## src/rtl/bus_arbiter_if.sv

```systemverilog
// bus_arbiter_if: bundles every signal between the bus masters, the arbiter
// and the single external slave.
//
// Handshake: a master raises i_m_cs[k] with its address, write enable and
// write data. It must hold them steady until a cycle in which o_m_ack[k] is
// high. In that cycle the transfer completes, and o_m_dat carries the read
// data. o_m_wait_n[k] is low while a request is outstanding and not yet
// acknowledged. Keeping i_m_cs[k] high after an ack starts the next transfer
// and keeps the bus locked to that master.
//
// Modports:
//   arbiter : the bus_arbiter's own view.
//   master  : the requesters' side (drives i_m_*, sees o_m_* and o_grant).
//   slave   : the external memory side (sees o_addr/o_dat/o_we/o_cs, drives
//             i_dat/i_ack).
// o_dbg_state is the arbiter FSM state (0 = IDLE, 1 = OWNED) for checkers.
interface bus_arbiter_if #(
  parameter int NUM_MASTERS = 2,
  parameter int ADDR_W      = 16,
  parameter int DATA_W      = 8
);
  logic [NUM_MASTERS-1:0]        i_m_cs;
  logic [NUM_MASTERS-1:0]        i_m_we;
  logic [NUM_MASTERS*ADDR_W-1:0] i_m_addr;
  logic [NUM_MASTERS*DATA_W-1:0] i_m_dat;
  logic [DATA_W-1:0]             o_m_dat;
  logic [NUM_MASTERS-1:0]        o_m_ack;
  logic [NUM_MASTERS-1:0]        o_m_wait_n;
  logic [NUM_MASTERS-1:0]        o_grant;
  logic [ADDR_W-1:0]             o_addr;
  logic [DATA_W-1:0]             o_dat;
  logic                          o_we;
  logic                          o_cs;
  logic [DATA_W-1:0]             i_dat;
  logic                          i_ack;
  logic                          o_timeout;
  logic                          o_dbg_state;

  modport arbiter (
    input  i_m_cs, i_m_we, i_m_addr, i_m_dat, i_dat, i_ack,
    output o_m_dat, o_m_ack, o_m_wait_n, o_grant, o_addr, o_dat, o_we, o_cs,
    output o_timeout, o_dbg_state
  );

  modport master (
    output i_m_cs, i_m_we, i_m_addr, i_m_dat,
    input  o_m_dat, o_m_ack, o_m_wait_n, o_grant
  );

  modport slave (
    input  o_addr, o_dat, o_we, o_cs,
    output i_dat, i_ack
  );
endinterface

```

## src/rtl/bus_arbiter.sv

```systemverilog
// bus_arbiter: N-master, single-slave system bus arbiter.
//
// Arbitration uses either fixed priority (MODE 0, index 0 highest) or
// round-robin (MODE 1, the search starts after the last owner). The grant is
// registered, so a request from IDLE reaches the slave one cycle later. An
// owner keeps the bus for as long as it holds cs high (bus lock). A slave that
// never acknowledges is cut off after TIMEOUT cycles with a synthetic ack that
// returns all-ones read data.
//
// Ports:
//   i_clk      system clock
//   i_reset_n  asynchronous active-low reset
//   bus        bus_arbiter_if.arbiter (master requests, slave mux, grant,
//              timeout pulse, debug state)
module bus_arbiter #(
  parameter int NUM_MASTERS = 2,
  parameter int ADDR_W      = 16,
  parameter int DATA_W      = 8,
  parameter int MODE        = 0,
  parameter int TIMEOUT     = 255
) (
  input logic           i_clk,
  input logic           i_reset_n,
  bus_arbiter_if.arbiter bus
);

  localparam int IDX_W = (NUM_MASTERS > 1) ? $clog2(NUM_MASTERS) : 1;
  localparam int CNT_W = (TIMEOUT > 0) ? $clog2(TIMEOUT + 1) : 1;
  localparam logic [CNT_W-1:0] CNT_LAST = (TIMEOUT > 0) ? CNT_W'(TIMEOUT - 1) : '0;

  typedef enum logic {ST_IDLE, ST_OWNED} state_t;

  state_t                 state_q, state_d;
  logic [NUM_MASTERS-1:0] grant_q, grant_d;
  logic [IDX_W-1:0]       last_q, last_d;
  logic [CNT_W-1:0]       cnt_q, cnt_d;

  logic                   owner_req;
  logic                   timeout_hit;
  logic [NUM_MASTERS-1:0] req;
  logic [NUM_MASTERS-1:0] pick_grant;
  logic [IDX_W-1:0]       pick_idx;
  logic                   pick_any;
  logic [IDX_W-1:0]       cand;
  int                     start_i;
  logic [NUM_MASTERS-1:0] ack_vec;

  // Owner status and timeout detection. A real ack in the same cycle always
  // beats the timeout.
  always_comb begin
    owner_req   = |(grant_q & bus.i_m_cs);
    timeout_hit = (TIMEOUT != 0) && (state_q == ST_OWNED) && owner_req &&
                  !bus.i_ack && (cnt_q == CNT_LAST);
    // The master that just timed out sits out the edge that releases it,
    // so a stuck master cannot immediately win the bus back.
    req = bus.i_m_cs;
    if (timeout_hit) req = req & ~grant_q;
  end

  // Candidate winner over the current requests. In round-robin mode the
  // search starts one past the last owner and wraps.
  always_comb begin
    pick_grant = '0;
    pick_idx   = '0;
    pick_any   = 1'b0;
    cand       = '0;
    start_i    = (MODE == 1) ? ((int'(last_q) + 1) % NUM_MASTERS) : 0;
    for (int i = 0; i < NUM_MASTERS; i++) begin
      cand = IDX_W'((start_i + i) % NUM_MASTERS);
      if (!pick_any && req[cand]) begin
        pick_any         = 1'b1;
        pick_idx         = cand;
        pick_grant[cand] = 1'b1;
      end
    end
  end

  // Next-state logic. In OWNED, the grant holds while the owner keeps cs high
  // and no timeout fires. Otherwise the arbiter re-arbitrates in the same
  // edge, so a release hands the bus over with no idle cycle.
  always_comb begin
    state_d = state_q;
    grant_d = grant_q;
    last_d  = last_q;
    cnt_d   = '0;
    case (state_q)
      ST_IDLE: begin
        if (pick_any) begin
          state_d = ST_OWNED;
          grant_d = pick_grant;
          last_d  = pick_idx;
        end
      end
      ST_OWNED: begin
        if (owner_req && !timeout_hit) begin
          if (!bus.i_ack && (TIMEOUT != 0)) cnt_d = cnt_q + CNT_W'(1);
        end else if (pick_any) begin
          grant_d = pick_grant;
          last_d  = pick_idx;
        end else begin
          state_d = ST_IDLE;
          grant_d = '0;
        end
      end
      default: begin
        state_d = ST_IDLE;
        grant_d = '0;
      end
    endcase
  end

  always_ff @(posedge i_clk or negedge i_reset_n) begin
    if (!i_reset_n) begin
      state_q <= ST_IDLE;
      grant_q <= '0;
      last_q  <= IDX_W'(NUM_MASTERS - 1);
      cnt_q   <= '0;
    end else begin
      state_q <= state_d;
      grant_q <= grant_d;
      last_q  <= last_d;
      cnt_q   <= cnt_d;
    end
  end

  // Slave mux (an all-zero grant yields all-zero slave signals) and
  // master-side ack/wait routing.
  always_comb begin
    bus.o_addr = '0;
    bus.o_dat  = '0;
    bus.o_we   = 1'b0;
    bus.o_cs   = 1'b0;
    for (int k = 0; k < NUM_MASTERS; k++) begin
      if (grant_q[k]) begin
        bus.o_addr = bus.o_addr | bus.i_m_addr[k*ADDR_W +: ADDR_W];
        bus.o_dat  = bus.o_dat  | bus.i_m_dat[k*DATA_W +: DATA_W];
        bus.o_we   = bus.o_we   | bus.i_m_we[k];
        bus.o_cs   = bus.o_cs   | bus.i_m_cs[k];
      end
    end
    ack_vec         = grant_q & bus.i_m_cs & {NUM_MASTERS{bus.i_ack | timeout_hit}};
    bus.o_m_ack     = ack_vec;
    bus.o_m_wait_n  = ~bus.i_m_cs | ack_vec;
    bus.o_m_dat     = timeout_hit ? {DATA_W{1'b1}} : bus.i_dat;
    bus.o_grant     = grant_q;
    bus.o_timeout   = timeout_hit;
    bus.o_dbg_state = (state_q == ST_OWNED);
  end

endmodule

```

## src/flat_wrapper.sv

```systemverilog
// flat-port wrapper written by rule: the top's interface ports become plain ports
module bus_arbiter_flat 
#(
  parameter int NUM_MASTERS = 2,
  parameter int ADDR_W      = 16,
  parameter int DATA_W      = 8,
  parameter int MODE        = 0,
  parameter int TIMEOUT     = 255
)
  (i_clk, i_reset_n, bus_i_m_cs, bus_i_m_we, bus_i_m_addr, bus_i_m_dat, bus_i_dat, bus_i_ack, bus_o_m_dat, bus_o_m_ack, bus_o_m_wait_n, bus_o_grant, bus_o_addr, bus_o_dat, bus_o_we, bus_o_cs, bus_o_timeout, bus_o_dbg_state);
  bus_arbiter_if #(.NUM_MASTERS(NUM_MASTERS), .ADDR_W(ADDR_W), .DATA_W(DATA_W)) bus_i ();
  input logic i_clk;
  input logic i_reset_n;
  input wire logic [$bits(bus_i.i_m_cs)-1:0] bus_i_m_cs;
  input wire logic [$bits(bus_i.i_m_we)-1:0] bus_i_m_we;
  input wire logic [$bits(bus_i.i_m_addr)-1:0] bus_i_m_addr;
  input wire logic [$bits(bus_i.i_m_dat)-1:0] bus_i_m_dat;
  input wire logic [$bits(bus_i.i_dat)-1:0] bus_i_dat;
  input wire logic [$bits(bus_i.i_ack)-1:0] bus_i_ack;
  output wire logic [$bits(bus_i.o_m_dat)-1:0] bus_o_m_dat;
  output wire logic [$bits(bus_i.o_m_ack)-1:0] bus_o_m_ack;
  output wire logic [$bits(bus_i.o_m_wait_n)-1:0] bus_o_m_wait_n;
  output wire logic [$bits(bus_i.o_grant)-1:0] bus_o_grant;
  output wire logic [$bits(bus_i.o_addr)-1:0] bus_o_addr;
  output wire logic [$bits(bus_i.o_dat)-1:0] bus_o_dat;
  output wire logic [$bits(bus_i.o_we)-1:0] bus_o_we;
  output wire logic [$bits(bus_i.o_cs)-1:0] bus_o_cs;
  output wire logic [$bits(bus_i.o_timeout)-1:0] bus_o_timeout;
  output wire logic [$bits(bus_i.o_dbg_state)-1:0] bus_o_dbg_state;
  assign bus_i.i_m_cs = bus_i_m_cs;
  assign bus_i.i_m_we = bus_i_m_we;
  assign bus_i.i_m_addr = bus_i_m_addr;
  assign bus_i.i_m_dat = bus_i_m_dat;
  assign bus_i.i_dat = bus_i_dat;
  assign bus_i.i_ack = bus_i_ack;
  assign bus_o_m_dat = bus_i.o_m_dat;
  assign bus_o_m_ack = bus_i.o_m_ack;
  assign bus_o_m_wait_n = bus_i.o_m_wait_n;
  assign bus_o_grant = bus_i.o_grant;
  assign bus_o_addr = bus_i.o_addr;
  assign bus_o_dat = bus_i.o_dat;
  assign bus_o_we = bus_i.o_we;
  assign bus_o_cs = bus_i.o_cs;
  assign bus_o_timeout = bus_i.o_timeout;
  assign bus_o_dbg_state = bus_i.o_dbg_state;
  bus_arbiter #(.NUM_MASTERS(NUM_MASTERS), .ADDR_W(ADDR_W), .DATA_W(DATA_W), .MODE(MODE), .TIMEOUT(TIMEOUT)) u_core (.i_clk(i_clk), .i_reset_n(i_reset_n), .bus(bus_i));
endmodule
```

## config.mk

```make
export PLATFORM = sky130hd
export DESIGN_NAME = bus_arbiter_flat
export DESIGN_NICKNAME = d
export VERILOG_FILES = /design/src/rtl/bus_arbiter_if.sv /design/src/rtl/bus_arbiter.sv /design/src/flat_wrapper.sv
export SDC_FILE = /design/constraint.sdc
export NUM_CORES = 1
export LEC_CHECK = 0
export CORE_ASPECT_RATIO = 0.9
export CORE_UTILIZATION = 28
export CTS_CLUSTER_DIAMETER = 150
export CTS_CLUSTER_SIZE = 16
export DETAILED_ROUTE_END_ITERATION = 16
export GPL_TIMING_DRIVEN = 0
export PLACE_DENSITY = 0.91
export SYNTH_ARGS = -nofsm -noshare
export SYNTH_HDL_FRONTEND = slang
export SYNTH_SLANG_ARGS = --single-unit
export TNS_END_PERCENT = 1
```

## constraint.sdc

```tcl
create_clock -name i_clk -period 2.7 [get_ports i_clk]
set_clock_uncertainty 0.15 [all_clocks]
set_input_delay 0.675 -clock i_clk [delete_from_list [all_inputs] [get_ports i_clk]]
set_output_delay 0.675 -clock i_clk [all_outputs]
set_load 0.05 [all_outputs]
```

; ---- Word level (Yosys, flattened, before mapping)
; Cells that the tools add are included.
[totals]
ff_bits = 11
in_bits = 63
output_inout_bits = 42
elab_cells = 52
[classes]
n_addsub = 1
eq_ne = 3
muxes = 23
bitwise_logic = 12
reduce_logical = 10
[ops]
columns = operator, n
row1 = $mux 8, 6
row2 = $mux 16, 2
row3 = $or 16x16->16, 1
row4 = $mux 1, 9
row5 = $add 8x1->8 const B, 1
row6 = $eq 8x8->1 const B, 1
row7 = $mux 2, 4
row8 = $or 8x8->8, 1
row9 = $and 2x2->2, 3
row10 = $logic_and 1x1->1, 5
row11 = $not 2->2, 2
row12 = $pmux 2 s2, 1
row13 = $logic_not 1->1, 3
row14 = $or 1x1->1, 3
row15 = $ne 2x1->1 const B, 1
row16 = $ne 2x2->1 const B, 1
row17 = $or 2x2->2, 1
row18 = $pmux 1 s2, 1
row19 = $reduce_and 2->1, 1
row20 = $reduce_or 2->1, 1
row21 = $not 1->1, 1

; ---- Logic depth before layout (Yosys ltp)
; Gate-level depths: netlist of the first run.
[logic_depth]
depth_word = 13
mapped_depth = 7
mapped_depth_nobuf = 6

; ---- Worst setup path after synthesis of the first run
; No wires, ideal clock.
[synth_timing]
path_type = input to output
startpoint = input bus_i_m_cs[0]
endpoint = output bus_o_m_wait_n[0]
t_arrival_ps = 2657
t_required_ps = 1875
path_slack_ps = -782
path_stages = 5
path_buffers = 1
path_cell_list = buf_2 -> a22o_2 -> nor4b_4 -> nor2_1 -> o21ai_0
[synth_via]
elab_chain_len = 8
word_cells_on_any_way = 9
cone_classes = bitwise (5) / reduce/logical (4)
[synth_lines]
columns = item, line_no
row1 = from (decl), flat_wrapper.sv:14  ; input wire logic [$bits(bus_i.i_m_cs)-1:0] bus_i_m_cs;
row2 = $and 2x2->2, "bus_arbiter.sv:51, bus_arbiter.sv:141"
row3 = $reduce_or 2->1, bus_arbiter.sv:51  ; owner_req = |(grant_q & bus.i_m_cs);
row4 = $logic_and 1x1->1 (2 in a row), bus_arbiter.sv:52  ; timeout_hit = (TIMEOUT != 0) && (state_q == ST_OWNED) && owner_req &&
row5 = $logic_and 1x1->1, bus_arbiter.sv:53  ; !bus.i_ack && (cnt_q == CNT_LAST);
row6 = $or 1x1->1, bus_arbiter.sv:141  ; ack_vec = grant_q & bus.i_m_cs & {NUM_MASTERS{bus.i_ack | timeout_hit}};
row7 = $and 2x2->2, bus_arbiter.sv:141
row8 = $or 2x2->2 (*), bus_arbiter.sv:143  ; bus.o_m_wait_n = ~bus.i_m_cs | ack_vec;
row9 = to (decl), flat_wrapper.sv:22  ; output wire logic [$bits(bus_i.o_m_wait_n)-1:0] bus_o_m_wait_n;
; Mark *: on every way between the ends. The rest lies on a longest branch, timed or not.

; ---- Worst setup path after layout of the first run
[layout_timing]
startpoint = register u_core.cnt_q[0]
endpoint = output bus_o_m_dat[5]
[layout_via]
elab_chain_len = 3
[layout_lines]
columns = item, line_no
row1 = from (decl), bus_arbiter.sv:36  ; logic [CNT_W-1:0] cnt_q, cnt_d;
row2 = from (signal assigned), bus_arbiter.sv:122  ; cnt_q <= cnt_d;
row3 = $eq 8x8->1, bus_arbiter.sv:53
row4 = $logic_and 1x1->1, bus_arbiter.sv:53
row5 = $mux 8, bus_arbiter.sv:144  ; bus.o_m_dat = timeout_hit ? {DATA_W{1'b1}} : bus.i_dat;
row6 = to (decl), flat_wrapper.sv:20  ; output wire logic [$bits(bus_i.o_m_dat)-1:0] bus_o_m_dat;
; No other way between the ends.

==> impl_metrics.toml, run 1 <==
[run_status]
outcome = "complete, but fails checks"
violations = "setup timing"

[sta]
drv_slew = 0
period_minus_slack_ps = 2750
timing.setup.tns_ps = -449
setup_ws_ps = -53.6
whs_ps = 465
relSlewSlack_pct = 65.9
setup_viol = 10
fmax_ghz = 0.363
rsz0062_at_grt = "yes"
hold_viol_final = 0
fin_crit_sh_pct = 102
worst_slew_pin_slew_ps = 510

[grt]
track_usage_pct = 19.7
grt_pass1_vias = 1168
grt_pass1_wl_mm = 5.73
antenna_found_initial = 0
grt_max_degree = 12
grt-ovfl-total = 0

[clock_network]
cts_sinks = 11
path_clk_slew_ps = 50
tritoncts = "done"
cts_max_path_buffers = 2
cts_inserted_buffers = 3
h-tree-depth = 1
clock-root-buffer = "clkbuf_8"
worstSkewPairLatency_ps = 240

[floorplan]
pin_count = 105
start_util_pct = 29.3
fp.dieW_um = 64.5
die_area_um2 = 3750
rows = 20
core_um2 = 3350
die_h_um = 58.2

[detailed_routing]
drt-total-wl_mm = 3.96
routed.top_layer = "met4"
met2WireLength_mm = 2.09
vias = 1324
avgRoutedWirePerCell_um = 14.5
drtPass1Iterations = 4
dr_wl_met3_um = 227
ant_nets = 0
via_per_inst = 4.85
wl_met1_mm = 1.62
drc = 0
drt-initial-drc-count = 63

[power]
finalPower_mw = 1.12
ir_drop_v = 0.000357
powerDensity_nw_per_um2 = 504
p_leak_nw = 1.00

[synth]
yosysTopAreaCellShare_pct = 28.0
syn_avg_cell_area_um2 = 8.48
yosys.cell_count.top_type = "a22o_1"
synthTopCellsByArea = "dfrtp_1 28%, a22o_1 23%, nor2_1 6.1%"
netlist_instances = 116
synth_flop_cell = "dfrtp_1"
async_flop_share_pct = 100
yosysWarnings = 0
synth_seq_cells = 11
yosysSeqAreaShare_pct = 28.0
syn_area_um2 = 983
synth_nets = 181
synth_edf_count = 0
yosysUniqueCellTypes = 31
yosysTopAreaCell = "dfrtp_1"
ys_top_cells_by_count = "26 x a22o_1, 16 x nor2_1, 11 x dfrtp_1"

[setup_path]
cp_slowest_stage_delay_ps = 420
path_max_fanout = 5
crit_arrival_ps = 1930
worstPathCellList = "inv_1, ha_2, nand4b_4, nor4b_4, buf_2, or2_2, buf_8"
crit_end = "bus_o_m_dat[5]"
crit_slowest_cell = "dfrtp_1"
worstSetupEndpointType = "primary output"
worst_setup_path_start_kind = "flop"
r2r_slack_ps = 680
required_ps = 1880
r2r-end = "u_core.bus.o_dbg_state"
startpoint = "u_core.cnt_q[0]"
reg2regPathDepth = 8
r2r_start = "u_core.cnt_q[0]"
critical_path_class = "flop to primary output"

[place]
place_congestion = 0.853
io_buffers = 102
dp_hpwl_mm = 3.07
place_area_um2 = 2090
place_ws_ps = -1000

[layout]
syn_to_final_growth_pct = 127
num-nets-final = 295
drive_gt1_share_pct = 32.3
fin_area_um2 = 2230
insertedDiodeCount = 0

[worst_hold_path]
hp-start = "u_core.cnt_q[0]"
worst_hold_path_type = "flop to flop"

[job]
cap_violations = 0
through the flow:
stage | util, % | cells
final | 66.5 | 273
after global routing | 66.5 | 273
after CTS | 65.3 | 268
after detailed placement | 62.3 | 262
after global placement | 62.3 | 262
after floorplan | - | 116
cell families (layout without fill, tap and decap cells):
family / after synthesis / after routing / synth area share (%)
AO/OA/AOI/OAI: 35 / 35 / 29.4
AND/OR/NAND/NOR: 47 / 47 / 27.5
buffers and inverters: 14 / 127 / 6.23
XOR/XNOR: 6 / 6 / 5.34
flip-flops: 11 / 11 / 28.0
adder cells (fa/ha/maj): 2 / 2 / 2.54
multiplexers: 1 / 1 / 1.02
area by class of cell:
class	count	area [um2]
inverters	4	15.0
repair buffers	109	1100
flip-flops and latches	11	277
plain buffers	10	52.6
fillers	269	1120
well taps	44	55.1
multi-input cells	91	684
clock buffers	4	45.0
metal layers:
metal | global-route usage [%] | up-vias
met3 | 4.72 | 2
met5 | 0 | -
li1 | - | 646
met1 | 24.5 | 618
met4 | 3.81 | 0
met2 | 34.9 | 58
worst min path at each step:
stage                     slack [ps]  cells past startpoint                      to
after CTS                        370                      1         u_core.cnt_q[0]
after global routing             480                      2         u_core.cnt_q[1]
final                            460                      2         u_core.cnt_q[0]
after global placement           350                      1         u_core.cnt_q[0]
after floorplan                  230                      0  u_core.bus.o_dbg_state
after detailed placement         360                      1         u_core.cnt_q[0]
worst max-delay path: cells and delay by family, from the launching register on:
kind          cells  cell delay [ps]
buf+inv           3              440
flops             1              420
fa+ha+maj         1              210
simple gates      3              640
state kept, by name, indices dropped and copies added (netlist names):
| signal | flops |
|---|---|
| u_core.bus.o_grant | 2 |
| u_core.bus.o_dbg_state | 1 |
| u_core.cnt_q | 8 |
report_power, final:
| part | internal [mW] | total [mW] | switching [mW] | leakage (nW) |
|---|---|---|---|---|
| combinational | 0.290 | 0.769 | 0.479 | 0.836 |
| sequential | 0.174 | 0.189 | 0.0148 | 0.145 |
| clock | 0.104 | 0.167 | 0.0631 | 0.0228 |
cells in the final DEF (no fill, tap or decap), types with 2 or more instances in the layout:
master | Yosys | layout
or2_2 | 7 | 7
nand2_1 | 10 | 9
xnor2_1 | 4 | 4
nor2_2 | 1 | 4
dlygate4sd2_1 | 0 | 6
clkbuf_8 | 0 | 3
nand3_1 | 5 | 5
clkdlybuf4s15_2 | 0 | 18
buf_4 | 1 | 8
nor2_1 | 16 | 13
clkdlybuf4s50_1 | 0 | 62
buf_6 | 0 | 9
a22o_1 | 26 | 26
a21oi_1 | 2 | 2
dfrtp_1 | 11 | 10
inv_1 | 4 | 4
buf_2 | 3 | 6
buf_8 | 0 | 3
xor2_1 | 2 | 2
clkbuf_2 | 1 | 6
nor3_1 | 2 | 2
timing repair:
| item | 4_1_cts | 5_1_grt |
|---|---|---|
| hold buffers | 0 | 0 |
| gates resized for setup | 167 | 4 |
| buffers inserted | 1 | 5 |
| endpoints found under the hold margin | 0 | 0 |
| endpoints found under the setup margin | 38 | 33 |
| pin swaps | 2 | 1 |
| cloned | 1 | 0 |
(Power assumes the default switching activity.)
==> run 2: changes to the inputs <==
--- a/config.mk
+++ b/config.mk
@@ -6,12 +6,12 @@
 export NUM_CORES = 1
 export LEC_CHECK = 0
 export CORE_ASPECT_RATIO = 0.9
-export CORE_UTILIZATION = 28
+export CORE_UTILIZATION = 31
 export CTS_CLUSTER_DIAMETER = 150
 export CTS_CLUSTER_SIZE = 16
 export DETAILED_ROUTE_END_ITERATION = 16
 export GPL_TIMING_DRIVEN = 0
-export PLACE_DENSITY = 0.91
+export PLACE_DENSITY = 0.95
 export SYNTH_ARGS = -nofsm -noshare
 export SYNTH_HDL_FRONTEND = slang
 export SYNTH_SLANG_ARGS = --single-unit
==> constraint.sdc (replaced) <==
create_clock -name i_clk -period 3.4 [get_ports i_clk]
set_clock_uncertainty 0.15 [all_clocks]
set_input_delay 0.85 -clock i_clk [delete_from_list [all_inputs] [get_ports i_clk]]
set_output_delay 0.85 -clock i_clk [all_outputs]
set_load 0.05 [all_outputs]
==> run 2 against run 1 <==
The run now ends clean; clock-buffer cell count stayed put; sequential cell count stayed put; cell count down 2.6%; sequential share of layout area grew 1.0 points; highest routed layer unchanged; worst setup slack gained 180 ps; critical path type is now input port to primary output; critical endpoint is now bus_o_addr[14]; clock power decreased by 48%.
==> impl_metrics.toml, run 2 (synthesis results as in run 1) <==
[run_status]
outcome = "completed"

[worst_hold_path]
worst_hold_path_type = "flop to flop"
hp-start = "u_core.cnt_q[0]"

[power]
p_leak_nw = 0.962
powerDensity_nw_per_um2 = 401
finalPower_mw = 0.823
ir_drop_v = 0.000278

[setup_path]
startpoint = "bus_i_m_addr[14]"
crit_slowest_cell = "clkdlybuf4s50_1"
worstPathCellList = "clkdlybuf4s50_1, a22o_1, clkdlybuf4s50_1"
crit_arrival_ps = 2270
crit_top_cell = "clkdlybuf4s50_1"
crit_buf_inv = 2
r2r_start = "u_core.cnt_q[0]"
crit_family = "buffers and inverters"
worst_setup_path_start_kind = "input port"
cp_slowest_stage_delay_ps = 790
critical_path_class = "input port to primary output"
path_max_fanout = 1
required_ps = 2400
worstSetupEndpointType = "primary output"

[detailed_routing]
drt-total-wl_mm = 4.30
drtPass1Iterations = 4
via_per_inst = 5.00
vias = 1331
drc = 0
avgRoutedWirePerCell_um = 16.2
drt-initial-drc-count = 54
ant_nets = 0

[grt]
grt-ovfl-total = 0
grt_pass1_vias = 1296
grt_pass1_wl_mm = 6.29
antenna_found_initial = 0
track_usage_pct = 25.3
grt_max_degree = 12

[clock_network]
worstSkewPairLatency_ps = 270
cts_sinks = 11
h-tree-depth = 1
clock-root-buffer = "clkbuf_4"
tritoncts = "done"
cts_inserted_buffers = 3
cts_max_path_buffers = 2
path_clk_slew_ps = 60

[floorplan]
core_um2 = 3040
fp.dieW_um = 61.4
pin_count = 105
rows = 19
start_util_pct = 32.3
die_h_um = 55.4
die_area_um2 = 3400

[place]
place_ws_ps = -629
place_congestion = 0.832
dp_hpwl_mm = 3.40
place_area_um2 = 2060
io_buffers = 102

[layout]
final_common_cell = "clkdlybuf4s50_1"
insertedDiodeCount = 0
drive_gt1_share_pct = 17.4
layout_common_cells = "71 x clkdlybuf4s50_1, 26 x a22o_1, 16 x nor2_1, 16 x dlygate4sd2_1, 11 x dfrtp_1"
largest_register_ffs = 8
fin_area_um2 = 2050
syn_to_final_growth_pct = 109
num-nets-final = 290
top_register = "u_core.cnt_q"
fin_util_pct = 67.4

[sta]
fin_crit_sh_pct = 96.2
setup_ws_ps = 129
setup_viol = 0
fmax_ghz = 0.306
period_minus_slack_ps = 3270
worst_slew_pin_slew_ps = 563
drv_slew = 0
hold_viol_final = 0
timing.setup.tns_ps = 0
rsz0062_at_grt = "no"
relSlewSlack_pct = 62.6

[job]
cap_violations = 0
[run 2: what timing repair did]
item	in CTS	in global routing
setup buffers	0	1
endpoints found under the setup margin	32	24
resized for setup	91	9
hold buffers	0	0
cloned	0	1
pin swaps	0	1
[run 2: final cells by class]
class,instances,area [um2]
Fill cell,280,991
Timing Repair Buffer,104,982
Multi-Input combinational cell,91,651
Sequential cell,11,275
Tap cell,42,52.6
Buffer,10,50.0
Clock buffer,4,26.3
Inverter,4,15.0
[run 2: layer usage]
layer	part of all wire [%]	GRT usage, %	up-vias
li1	-	-	636
met1	37	28.3	612
met2	52	43.3	67
met3	8.9	8.90	16
met4	2.8	8.89	0
met5	0	0	-
[run 2: metrics by stage]
| stage | std cells | hold slack, ps |
|---|---|---|
| 2_1_floorplan | 116 | 322 |
| 3_3_place_gp | 260 | 348 |
| 3_5_place_dp | 260 | 358 |
| 4_1_cts | 264 | 367 |
| 5_1_grt | 266 | 415 |
| 6_report | 266 | 367 |
[run 2: worst paths after layout]
path                                          end  slack [ps]  cells past startpoint
max reg2reg                u_core.bus.o_dbg_state        1540                      6
max in group asynchronous         u_core.cnt_q[7]        2020                      1
max                                bus_o_addr[14]         130                      3
min in group asynchronous         u_core.cnt_q[3]         750                      1
min reg2reg                       u_core.cnt_q[0]         370                      1
min                               u_core.cnt_q[0]         370                      1
[run 2: where the power goes]
| part | internal, mW | total [mW] | switching [mW] |
|---|---|---|---|
| logic | 0.213 | 0.589 | 0.376 |
| registers | 0.137 | 0.148 | 0.0104 |
| clock network | 0.0455 | 0.0865 | 0.0410 |
| total | 0.396 | 0.823 | 0.427 |
==> RTL edit 1: new RTL, config.mk and constraints of run 2 <==
`TIMEOUT` is set to 255 in 2 places; all go to 510.
--- a/src/rtl/bus_arbiter.sv
+++ b/src/rtl/bus_arbiter.sv
@@ -18,5 +18,5 @@
   parameter int DATA_W      = 8,
   parameter int MODE        = 0,
-  parameter int TIMEOUT     = 255
+  parameter int TIMEOUT     = 510
 ) (
   input logic           i_clk,
--- a/src/flat_wrapper.sv
+++ b/src/flat_wrapper.sv
@@ -6,5 +6,5 @@
   parameter int DATA_W      = 8,
   parameter int MODE        = 0,
-  parameter int TIMEOUT     = 255
+  parameter int TIMEOUT     = 510
 )
   (i_clk, i_reset_n, bus_i_m_cs, bus_i_m_we, bus_i_m_addr, bus_i_m_dat, bus_i_dat, bus_i_ack, bus_o_m_dat, bus_o_m_ack, bus_o_m_wait_n, bus_o_grant, bus_o_addr, bus_o_dat, bus_o_we, bus_o_cs, bus_o_timeout, bus_o_dbg_state);
Function: no difference found for any inputs over 10 cycles, from zero or initial values and one cycle with i_reset_n low; that may be too few to reach the edited logic, so the function may still have changed.
==> RTL edit 1 against run 2 <==
  * Register-to-register slack got worse by 0.09 ns
  * Sequential cell count increased by 1
  * Synthesized area increased by 0.38%
  * Design area increased by 1.0%
  * Cell count decreased by 1.1%
  * Count of clock-buffer cells in the layout unchanged
  * Utilization increased by 0.70 points
  * Worst setup slack improved by 0.013 ns
  * Combinational power decreased by 7.1%
  * Wire length decreased by 8.1%
  * Total power decreased by 0.81%
  * Sequential share of layout area increased by 1.1 points
  * Critical endpoint is now bus_o_addr[1]
==> RTL edit 1: results (changes against run 2) <==
- Average wire per standard cell: 15.0 um (was 16.2 um)
- Compound-gate portion of the synthesized area: 33.6% (was 29.4%)
- Share of final-layout standard cells stronger than drive strength 1: 15.4% (was 17.4%)
- Number of DRC violations after detailed-routing iteration 0: 31 (was 54)
- Number of port buffers: 104 (was 102)
- First-pass GRT wire length: 5.84 mm (was 6.29 mm)
- Switching component of the power: 407 uW (was 427 uW)
- Startpoint of the worst-slack reg-to-reg timing path: u_core.cnt_q[1] (was u_core.cnt_q[0])
- Multiplexer share of the synthesized area: 0% (was 1.02%)
- Finished Layout Cells: 263 (was 266)
- Met2 WL: 1.97 mm (was 2.22 mm)
- Share of synthesized area occupied by flip-flops and latches: 30.4% (was 28.0%)
- Via count of the first global-routing pass: 1233 (was 1296)
- Total track usage: 22.5% (was 25.3%)
- Routed vias/inst: 5.02 (was 5.00)
- Number of distinct library cell variants in the gate-level netlist after synthesis: 29 (was 31)
- Clock-pin slew of the registers on the worst-case setup and hold paths: 0.08 ns (was 0.06 ns)
- Pin count of the biggest net entering global routing: 13 (was 12)
- Leakage power summed over all cells: 0.000916 uW (was 0.000962 uW)
- Max stage delay on crit path: 0.81 ns (was 0.79 ns)
- Met1 layer wirelength in the final routing: 1.58 mm (about the same)
- Peak VDD IR: 0.000329 V (was 0.000278 V)
- Launch point of the critical path: bus_i_m_addr[1] (was bus_i_m_addr[14])
- Least-Margin Pin Slew: 0.642 ns (was 0.563 ns)
- Adder and majority cell fraction of the synthesized area: 2.53% (was 2.54%)
- Placed cell area: 2080 sq um (was 2060 sq um)
- Post-layout net count: 287 (was 290)
- Net count of the mapped netlist: 177 (was 181)
- Flip-flop count of the largest register, all copies and words added: 9 (was 8)
- Area share of xor/xnor cells in the synthesized design: 6.21% (was 5.34%)
- Last weighted congestion value of the routability-driven placer: 0.736 (was 0.832)
- Ranking of synthesized cells by area: sky130_fd_sc_hd__dfrtp_1, sky130_fd_sc_hd__a22o_1, sky130_fd_sc_hd__nor2_1, sky130_fd_sc_hd__xor2_1, sky130_fd_sc_hd__or2_2 (was sky130_fd_sc_hd__dfrtp_1, sky130_fd_sc_hd__a22o_1, sky130_fd_sc_hd__nor2_1, sky130_fd_sc_hd__or2_2, sky130_fd_sc_hd__nand2_1)
- Result of the run: complete, no violations (unchanged)
- Number of instances in the synthesized netlist: 112 (was 116)
## RTL edit 1: cell count changes after synthesis, sizes merged, moves of 2 or more
cell and change:
xnor2 -2, inv -3, nand2 -2, nor2 -3, buf -4, nand2b +3, nand4 +3, xor2 +3
## RTL edit 1: area by class of cell
type	count	area (sq um)
Timing Repair Buffer	105	990
Multi-Input combinational cell	92	661
Inverter	1	3.75
Buffer	7	30.0
Sequential cell	12	300
Tap cell	42	52.6
Clock buffer	4	36.3
Fill cell	263	970
## RTL edit 1: what timing repair did
item,CTS,global route
gates resized for setup,92,4
setup endpoints to repair,33,7
buffers inserted,1,0
hold endpoints to repair,0,0
pin swaps,1,0
## RTL edit 1: power by group through the flow
stage | logic [uW] | clock network (uW) | registers [uW]
floorplan | 338 | 0 | 175
global placement | 573 | 0 | 161
detailed placement | 578 | 0 | 161
CTS | 548 | 116 | 158
global route | 571 | 122 | 159
finish | 547 | 111 | 158
## RTL edit 1: through the flow
stage                     worst slack, ns  hold WS [ns]  utilization (%)
after floorplan                     0.226         0.324                -
after global placement             -0.899         0.349             68.4
after detailed placement           -0.918         0.354             68.4
after CTS                          0.0615         0.365             68.4
after global routing               0.0112         0.422             68.1
final                               0.142         0.364             68.1
## RTL edit 1: worst paths after layout
check | end | slack (ns) | depth (start not counted)
max in group asynchronous | u_core.bus.o_grant[0] | 1.95 | 1
min | u_core.cnt_q[0] | 0.36 | 1
min in group asynchronous | u_core.cnt_q[0] | 0.78 | 1
max | bus_o_addr[1] | 0.14 | 3
max reg2reg | u_core.bus.o_grant[1] | 1.45 | 7
min reg2reg | u_core.cnt_q[0] | 0.36 | 1
## RTL edit 1: per-layer routing
metal	GRT usage [%]	vias to the layer above
li1	-	640
met1	27.7	611
met2	39.2	64
met3	3.75	4
met4	6.35	0
met5	0	-
==> RTL edit 2: new RTL, config.mk and constraints of run 2 <==
Without the edit above. Reset style: synchronous (`i_reset_n`), changed in one clocked block. Comments in the files are not updated.
--- a/src/rtl/bus_arbiter.sv
+++ b/src/rtl/bus_arbiter.sv
@@ -110,5 +110,5 @@
   end
 
-  always_ff @(posedge i_clk or negedge i_reset_n) begin
+  always_ff @(posedge i_clk) begin
     if (!i_reset_n) begin
       state_q <= ST_IDLE;
Formal check against the unedited RTL: differs if i_reset_n is asserted again (counterexample within 4 cycles, from zero or initial values and one cycle with i_reset_n low); with i_reset_n held inactive, the same outputs for 10 cycles.
==> RTL edit 2 against run 2 <==
  * Sequential share of layout area decreased by 2.2 points
  * Cell count down 1.9%
  * Fmax is 0.67% lower
  * Synthesized area shrank 7.6%
  * Count of clock-buffer cells in the layout unchanged
  * Worst setup slack got worse by 0.022 ns
  * Total power fell by 33%
  * Design area is 4.5% lower
  * Sequential cell count unchanged
  * Combinational power down 46%
  * Register-to-register slack improved by 0.03 ns
  * Wire length fell by 11%
  * Critical path type unchanged
  * Critical endpoint is now bus_o_addr[1]
==> RTL edit 2: results (changes against run 2) <==
- Last weighted congestion value of the routability-driven placer: 0.898 (was 0.832)
- Share of final-layout standard cells stronger than drive strength 1: 15.4% (was 17.4%)
- Leakage power summed over all cells: 0.000835 uW (was 0.000962 uW)
- Number of cells on the worst reg-to-reg path: 4 (was 6)
- Number of DRC violations after detailed-routing iteration 0: 50 (was 54)
- Startpoint of the worst-slack reg-to-reg timing path: u_core.bus.o_dbg_state (was u_core.cnt_q[0])
- Post-layout net count: 287 (was 290)
- First-pass GRT wire length: 5.59 mm (was 6.29 mm)
- Worst min-delay path endpoint: u_core.cnt_q[0] (unchanged)
- Via count of the first global-routing pass: 1135 (was 1296)
- Hold Crit Start: u_core.cnt_q[0] (unchanged)
- Number of distinct library cell variants in the gate-level netlist after synthesis: 28 (was 31)
- Clock Tree Buf Depth: 2 (unchanged)
- Ranking of synthesized cells by area: sky130_fd_sc_hd__dfxtp_1, sky130_fd_sc_hd__a22o_1, sky130_fd_sc_hd__or2_2, sky130_fd_sc_hd__nor2_1, sky130_fd_sc_hd__xnor2_1 (was sky130_fd_sc_hd__dfrtp_1, sky130_fd_sc_hd__a22o_1, sky130_fd_sc_hd__nor2_1, sky130_fd_sc_hd__or2_2, sky130_fd_sc_hd__nand2_1)
- Fillcell total: 252 (was 280)
- Critical Path AT: 2.29 ns (was 2.27 ns)
- Number of port buffers: 104 (was 102)
- Max stage delay on crit path: 0.82 ns (was 0.79 ns)
- Share of synthesized area occupied by flip-flops and latches: 24.2% (was 28.0%)
- Reg-to-reg slack, setup: 1.57 ns (was 1.54 ns)
- DP Worst Slack: -0.793 ns (was -0.629 ns)
- Net count of the mapped netlist: 178 (was 181)
- Peak VDD IR: 0.000178 V (was 0.000278 V)
- Total track usage: 24.5% (was 25.3%)
- Vias post-DR: 1282 (was 1331)
- Result of the run: complete, no violations (unchanged)
- Least-Margin Pin Slew: 0.551 ns (was 0.563 ns)
- Pin count of the biggest net entering global routing: 11 (was 12)
- Reg2reg end: u_core.bus.o_grant[1] (was u_core.bus.o_dbg_state)
- Async SR Flop Fraction: 0% (was 100%)
- Worst hold slack after final layout: 0.330 ns (was 0.367 ns)
- Ranking of synthesized cells by instance count: sky130_fd_sc_hd__a22o_1, sky130_fd_sc_hd__nor2_1, sky130_fd_sc_hd__dfxtp_1, sky130_fd_sc_hd__or2_2, sky130_fd_sc_hd__nand2_1 (was sky130_fd_sc_hd__a22o_1, sky130_fd_sc_hd__nor2_1, sky130_fd_sc_hd__dfrtp_1, sky130_fd_sc_hd__nand2_1, sky130_fd_sc_hd__or2_2)
- Register with the most flip-flops: u_core.cnt_q (unchanged)
## RTL edit 2: cell type report
class | instances | area share [%]
Multi-Input combinational cell | 91 | 33.1
Sequential cell | 11 | 11.2
Clock buffer | 4 | 1.34
Tap cell | 40 | 2.55
Timing Repair Buffer | 104 | 49.4
Buffer | 7 | 1.66
Inverter | 4 | 0.766
## RTL edit 2: how the worst max path moves through the flow
stage / start / endpoint / slack, ns / depth (start not counted)
6_report: bus_i_m_addr[1] / bus_o_addr[1] / 0.11 / 3
5_1_grt: u_core.bus.o_grant[1] / bus_o_dat[6] / 0.03 / 4
4_1_cts: u_core.bus.o_grant[0] / bus_o_addr[14] / 0.08 / 4
3_5_place_dp: bus_i_m_cs[0] / bus_o_m_dat[7] / -0.79 / 6
3_3_place_gp: bus_i_m_cs[0] / bus_o_m_dat[7] / -0.79 / 6
2_1_floorplan: bus_i_m_cs[1] / bus_o_m_wait_n[0] / -0.14 / 4
## RTL edit 2: kinds of logic after synthesis
| family | Yosys count | share of synthesized area, % |
|---|---|---|
| and+or+nand+nor | 42 | 24.2 |
| AOI/OAI and AO/OA | 41 | 38.3 |
| DFF | 11 | 24.2 |
| xor gates and xnor gates | 6 | 5.79 |
| adders and majority gates | 2 | 2.75 |
| buffers and inverters | 11 | 4.68 |
## RTL edit 2: metrics by stage
step | instances | TNS, ns | area [sq um]
2_1_floorplan | 113 | -0.275 | 908
3_3_place_gp | 257 | -9.63 | 2000
3_5_place_dp | 257 | -9.69 | 2000
4_1_cts | 261 | 0 | 1960
5_1_grt | 261 | 0 | 1960
6_report | 261 | 0 | 1960
## RTL edit 2: routing by layer
metal / vias to the layer above / routed length (um) / track usage (%)
met3: 10 / 240 / 5.38
met5: - / 0 / 0
met2: 66 / 2010 / 41.9
li1: 637 / - / -
met1: 569 / 1520 / 30.6
met4: 0 / 59 / 7.14
## RTL edit 2: repair_timing
| action | 4_1_cts | 5_1_grt |
|---|---|---|
| gates resized for setup | 103 | 3 |
| hold buffers | 0 | 0 |
| buffers inserted | 0 | 0 |
| setup endpoints to repair | 34 | 7 |
| endpoints found under the hold margin | 0 | 0 |
| pin swaps | 0 | 1 |
## RTL edit 2: report_power, final
part           switching (uW)  leakage (uW)  total (uW)  internal [uW]
Clock                    47.4     0.0000150        93.0           45.6
Sequential               5.20     0.0000894         137            132
Combinational             187      0.000730         318            131
Total                     239      0.000835         548            308
## RTL edit 2: critical path, delay by kind of cell
kind | cells | cell delay (ns)
buf+inv | 2 | 1.28
compound gates | 1 | 0.15
